--- src/rtl/uart_rx_parity.sv ---
// UART receiver: 8 data bits LSB first, even parity, one stop bit.
// Recovers frames from an asynchronous line and reports data plus parity/framing status.
`timescale 1ns/1ps

module uart_rx_parity #(
  parameter int CLKS_PER_BIT = 5208,
  parameter int HALF_BIT     = CLKS_PER_BIT / 2
) (
  input  logic       clk,
  input  logic       rst,
  input  logic       rx_line,
  output logic [7:0] data,
  output logic       valid,
  output logic       parity_err,
  output logic       frame_err,
  output logic       busy
);

  localparam int CW = $clog2(CLKS_PER_BIT);

  typedef enum logic [2:0] {
    IDLE,
    START,
    DATA,
    PARITY,
    STOP,
    WAIT_HIGH
  } state_t;

  state_t          state;
  state_t          state_next;
  logic            rx_meta;
  logic            rx_s;
  logic [CW-1:0]   cnt;
  logic [2:0]      idx;
  logic [7:0]      sh;
  logic            par_bit;
  logic            bit_end;
  logic            shift_en;
  logic            par_en;
  logic            done;

  assign bit_end = (cnt == CW'(CLKS_PER_BIT - 1));
  assign busy    = (state != IDLE);

  // NOTE: sequential state always uses non-blocking assignments so every
  // register samples the pre-edge values, independent of block ordering.
  always_ff @(posedge clk) begin
    if (rst) begin
      rx_meta <= 1'b1;
      rx_s    <= 1'b1;
    end else begin
      rx_meta <= rx_line;
      rx_s    <= rx_meta;
    end
  end

  always_ff @(posedge clk) begin
    if (rst) begin
      state <= IDLE;
    end else begin
      state <= state_next;
    end
  end

  // NOTE: every output of this block gets a default first, so no path can
  // leave a signal unassigned and infer a latch.
  always_comb begin
    state_next = state;
    shift_en   = 1'b0;
    par_en     = 1'b0;
    done       = 1'b0;
    case (state)
      IDLE: begin
        if (!rx_s) state_next = START;
      end
      START: begin
        // Centre of the start bit: still low means a real frame.
        if (cnt == CW'(HALF_BIT - 1)) state_next = rx_s ? IDLE : DATA;
      end
      DATA: begin
        if (bit_end) begin
          shift_en = 1'b1;
          if (idx == 3'd7) state_next = PARITY;
        end
      end
      PARITY: begin
        if (bit_end) begin
          par_en     = 1'b1;
          state_next = STOP;
        end
      end
      STOP: begin
        if (bit_end) begin
          done       = 1'b1;
          state_next = rx_s ? IDLE : WAIT_HIGH;
        end
      end
      WAIT_HIGH: begin
        // A held-low line (break) must return high before a new start edge counts.
        if (rx_s) state_next = IDLE;
      end
      default: state_next = IDLE;
    endcase
  end

  always_ff @(posedge clk) begin
    if (rst) begin
      cnt        <= '0;
      idx        <= '0;
      sh         <= '0;
      par_bit    <= 1'b0;
      data       <= '0;
      valid      <= 1'b0;
      parity_err <= 1'b0;
      frame_err  <= 1'b0;
    end else begin
      if (state_next != state || bit_end) begin
        cnt <= '0;
      end else if (state inside {START, DATA, PARITY, STOP}) begin
        cnt <= cnt + CW'(1);
      end

      if (state == START) begin
        idx <= '0;
      end else if (shift_en) begin
        idx <= idx + 3'd1;
      end

      if (shift_en) sh <= {rx_s, sh[7:1]};
      if (par_en) par_bit <= rx_s;

      valid <= done;
      if (done) begin
        data       <= sh;
        parity_err <= (^sh) ^ par_bit;
        frame_err  <= ~rx_s;
      end
    end
  end

endmodule
--- config.mk ---
export PLATFORM = sky130hd
export DESIGN_NAME = uart_rx_parity
export DESIGN_NICKNAME = d
export VERILOG_FILES = /design/src/rtl/uart_rx_parity.sv
export SDC_FILE = /design/constraint.sdc
export NUM_CORES = 1
export LEC_CHECK = 0
export ABC_AREA = 1
export CELL_PAD_IN_SITES_DETAIL_PLACEMENT = 2
export CELL_PAD_IN_SITES_GLOBAL_PLACEMENT = 2
export CORE_ASPECT_RATIO = 0.5
export CORE_MARGIN = 5
export CORE_UTILIZATION = 33
export CTS_CLUSTER_SIZE = 10
export DETAILED_ROUTE_END_ITERATION = 7
export HOLD_SLACK_MARGIN = 0.15
export PLACE_DENSITY_LB_ADDON = 0.12
export SLEW_MARGIN = 30
export SYNTH_ARGS = -nofsm -noshare
export SYNTH_HDL_FRONTEND = slang
export SYNTH_SLANG_ARGS = --single-unit
--- constraint.sdc ---
create_clock -name clk -period 1.85 [get_ports clk]
set_input_delay 0.37 -clock clk [delete_from_list [all_inputs] [get_ports clk]]
set_output_delay 0.37 -clock clk [all_outputs]
set_load 0.03 [all_outputs]
After elaboration in Yosys (flattened, before gate mapping)
Index checks and enable logic that the tools add are counted.

Register bits: 41. Bits of input ports: 3. Output and inout bits: 12. Word-level logic and storage cells: 45.

$add $sub $neg: 2. Equality and inequality tests: 9. Multiplexer cells: 14. Bitwise gates (word level): 2. Reductions and logical operators: 7.

Operators by type and width (number): $mux W3 (8); $pmux W3 S6 (1); $add A13 B1 Y13 const B (1); $eq A13 B12 Y1 const B (1); $eq A13 B13 Y1 const B (1); $eq A3 B3 Y1 const B (3); $reduce_xor A8 Y1 (1); $eq A3 B2 Y1 const B (2); $mux W1 (4); $reduce_bool A4 Y1 (1); $reduce_or A2 Y1 (2); $add A3 B1 Y3 const B (1); $eq A3 B1 Y1 const B (1); $logic_not A3 Y1 (1); $ne A3 B3 Y1 (1); $reduce_bool A3 Y1 (1); $mux W2 (1); $logic_or A1 B1 Y1 (1); $not A1 Y1 (1); $xor A1 B1 Y1 (1).

Logic depth before layout (Yosys ltp)
Depth in word-level cells: 7. Depth in mapped cells: 13. Gate-level depth less buffers: 12.

Worst setup path before layout
Ideal clock, no wire load.

Path type: register to register. From: reg state[0]. To: reg cnt[6]. Setup time: 116 ps. Data arrival time: 1507 ps. Required time: 1734 ps. Slack: 226 ps. Stages on the path, launching flop included: 12. Path buffers: 1. Clock period less this slack: 1624 ps. Cells stage by stage: dfxtp_1 inv_2 nand3_1 o21ai_0 inv_1 nand2_1 nor2_4 nand3_2 nand2_1 nand3_2 buf_6 nor2_2.

Word-level cells in the longest chain between the ends: 6. Elaborated cells between the ends (all ways): 18. Those cells by class: eq/ne (6); mux (8); reduce/logical (4).

RTL lines: start: declaration (RTL line 30) `state_t state;`; start signal: assignment (RTL line 62) `state <= state_next;`; $mux W3 (RTL line 84) `if (idx == 3'd7) state_next = PARITY;`; $mux W3 (RTL line 82) `if (bit_end) begin`; $pmux W3 S6 (RTL line 73) `case (state)`; $ne A3 B3 Y1 (RTL line 118) `if (state_next != state || bit_end) begin`; $logic_or A1 B1 Y1 (RTL line 118); $reduce_or A2 Y1 (no line); end signal: assignment (RTL line 121) `cnt <= cnt + CW'(1);`; end: declaration (RTL line 34) `logic [CW-1:0] cnt;`.

Parallel ways exist; a longest one is shown, timed or not. A chain may end at the register's enable or synchronous reset.

Final worst setup path
From: reg cnt[0]. To: reg parity_err.

Word-level cells in the longest chain between the ends: 3.

RTL lines: $eq A13 B13 Y1 (RTL line 43) `assign bit_end = (cnt == CW'(CLKS_PER_BIT - 1));`; $mux W1 (RTL line 94) `if (bit_end) begin`; $mux W1 (RTL line 73); end signal: assignment (RTL line 136) `parity_err <= (^sh) ^ par_bit;`; end: declaration (RTL line 14) `output logic parity_err,`.

No other way between the ends.

==> impl_metrics.yaml <==
synth:
  yosysTopAreaCell: "dfxtp_1"
  synthTopCellsByCount: "57 x nor2_1, 41 x dfxtp_1, 33 x nand2_1"
  netlist_area_sq_um: 2012
  synth_ff_type: "dfxtp_1"
  yosysUniqueCellTypes: 28
  synth_top_area_frac: 0.4080
  syn_inst: 271
  synthArstFlopShare: 0
  synth.yosys.seq_area_share: 0.4080
  yosysMostFrequentCell: "nor2_1"
  ys_seq_elements: 41
  synth_nets: 277
  synth.top_cells.by_area: "dfxtp_1 41%, nor2_1 11%, nand2_1 6.2%"
  yosys_warnings: 0
  synth_area_per_cell_sq_um: 7.424
  synth_edf_count: 0
timing:
  holdWs_ns: 0.4139
  worst_slack_ns: 0.1212
  worst_pin_slew_ns: 0.3439
  clock_skew_ns: 0.008531
  setup_viol_count_final: 0
  fmax_ghz: 0.5784
  fin_crit_sh: 0.9345
  slew_viol_final: 0
  hold_viol: 0
  slew_headroom: 0.7683
  period_minus_slack_ns: 1.729
clocking:
  cts_tree: "done"
  clockBufferDepth: 2
  root_buffer: "clkbuf_16"
  worst_skew_pair.late_latency_ns: 0.28
  path_clk_slew_ns: 0.06
  cts_hold_buffers: 0
  cts_sinks: 41
  h-tree-depth: 2
  cts-buffers-inserted: 5
global_routing:
  grt_pass1_wl_um: 9597
  track_usage: 0.1545
  antenna_found_initial: 0
  grt_max_degree: 14
  grt_pass1_vias: 1979
  grt_overflow: 0
power:
  irDropWorstVdd_v: 0.0002555
  p_leak_uw: 0.001048
  p_per_area_nw_per_um2: 791.0
drt:
  vias: 1801
  drc_errors: 0
  drtIter0Drc: 28
  drt_pass1_iterations: 4
  antenna_left: 0
  avgRoutedWirePerCell_um: 14.95
  routed_wl_um: 5621
  routed_via_density: 4.790
setup_path:
  reg2reg_from: "cnt[0]"
  required_ns: 2.02
  worstPathArrival_ns: 1.90
  r2r_cells: 10
  startpoint: "cnt[0]"
  end_kind: "flip-flop"
  start_kind: "flip-flop"
  critPathMaxFanout: 6
  r2r_end: "parity_err"
  critPathKind: "flip-flop to flip-flop"
  r2r_slack_ns: 0.12
layout:
  nets: 304
  layout-drive-gt1-share: 0.2007
  antenna_cells: 0
  fin_area_sq_um: 2512
  area_growth_pct: 24.88
  fillCellCount: 676
die:
  row_count: 20
  dieWidth_um: 120.4
  start_util: 0.3364
  die_h_um: 65.21
  core_sq_um: 5981
  ios: 15
  die-area_sq_um: 7853
place:
  gp_congestion: 0.7969
  dp_hpwl_um: 4082
  io_buffers: 14
  dp_slack_ns: 0.04530
  placedInstanceArea_sq_um: 2300
min_path:
  min_path_type: "flip-flop to flip-flop"
  min_path_cells: 1
  hold_path_end: "rx_s"
  min_from: "rx_meta"
outcome:
  status: "finished clean"
job:
  max_cap_violations: 0
==> power by group <==
part	switching [uW]	leakage [uW]	internal, uW	total (uW)
Combinational	56.0	0.000635	34.4	90.4
Clock	366	0.0000810	640	1010
Sequential	3.19	0.000332	887	891
Total	426	0.00105	1560	1990
==> kinds of logic after synthesis <==
kind of cell               synth area share
AOI/OAI and AO/OA                   0.07835
xor gates and xnor gates            0.08271
buffers and inverters               0.07960
and+or+nand+nor                      0.3327
adders and majority gates           0.01866
DFF                                  0.4080
==> through the flow <==
stage / power (uW) / utilization / setup TNS, ns / cells
finish: 1987 / 0.4201 / 0 / 376
floorplan: 964.5 / - / 0 / 271
global route: 2065 / 0.4201 / -0.001461 / 376
detailed placement: 1001 / 0.3845 / 0 / 366
global placement: 998.2 / 0.3845 / 0 / 366
CTS: 2013 / 0.4128 / 0 / 374
==> flip-flops by register name, indices dropped and copies added (netlist names) <==
register and cells:
parity_err 1, par_bit 1, idx 3, data 8, state 3, valid 1
frame_err 1, sh 8, rx_meta 1, rx_s 1, cnt 13
==> how the worst max path moves through the flow <==
stage | slack [ns] | end
2_1_floorplan | 0.23 | cnt[6]
3_3_place_gp | 0.1 | cnt[9]
3_5_place_dp | 0.05 | data[7]
4_1_cts | 0.03 | data[7]
5_1_grt | -0.001 | cnt[10]
6_report | 0.12 | parity_err
==> cells in the final DEF, fill, tap and decap left out, types with 4 or more instances in the layout <==
| cell | n |
|---|---|
| nor2_1 | 55 |
| dfxtp_1 | 39 |
| nand2_1 | 33 |
| inv_1 | 26 |
| o21ai_0 | 23 |
| clkdlybuf4s50_1 | 13 |
| nand3_1 | 12 |
| nor2_2 | 12 |
| xor2_1 | 12 |
| buf_4 | 10 |
| inv_2 | 8 |
| xnor2_1 | 7 |
| nor2_4 | 6 |
| clkbuf_16 | 5 |
| nor3_1 | 4 |
==> per-layer routing <==
metal,global-route usage,vias to the layer above,part of all wire
met5,0,-,0
met4,0.02966,0,0.0034
met3,0.04471,2,0.026
met2,0.2891,11,0.52
met1,0.1778,889,0.45
li1,-,899,-
==> area by class of cell <==
class	count	area [sq um]	share of cell area
Sequential cell	41	823.3	0.3277
Clock inverter	2	38.79	0.01544
Timing Repair Buffer	25	234.0	0.09313
Clock buffer	6	128.9	0.05129
Tap cell	77	96.34	0.03835
Multi-Input combinational cell	190	1060	0.4218
Inverter	35	131.4	0.05229
==> worst max-delay path, stage by stage (launching register included) <==
cell and delay [ns]:
dfxtp_2 0.33, ha_2 0.20, nand2_1 0.09, nor2_4 0.13, nand3_4 0.14, buf_4 0.16
nor2_1 0.19, buf_4 0.19, nand2_1 0.05, nor2_1 0.09, nor2_1 0.04
==> what timing repair did <==
action | in CTS | in global routing
gates resized for setup | 2 | 9
pin swaps | 0 | 5
setup endpoints to repair | 2 | 24
buffers inserted | 0 | 2
(Power assumes the default switching activity.)
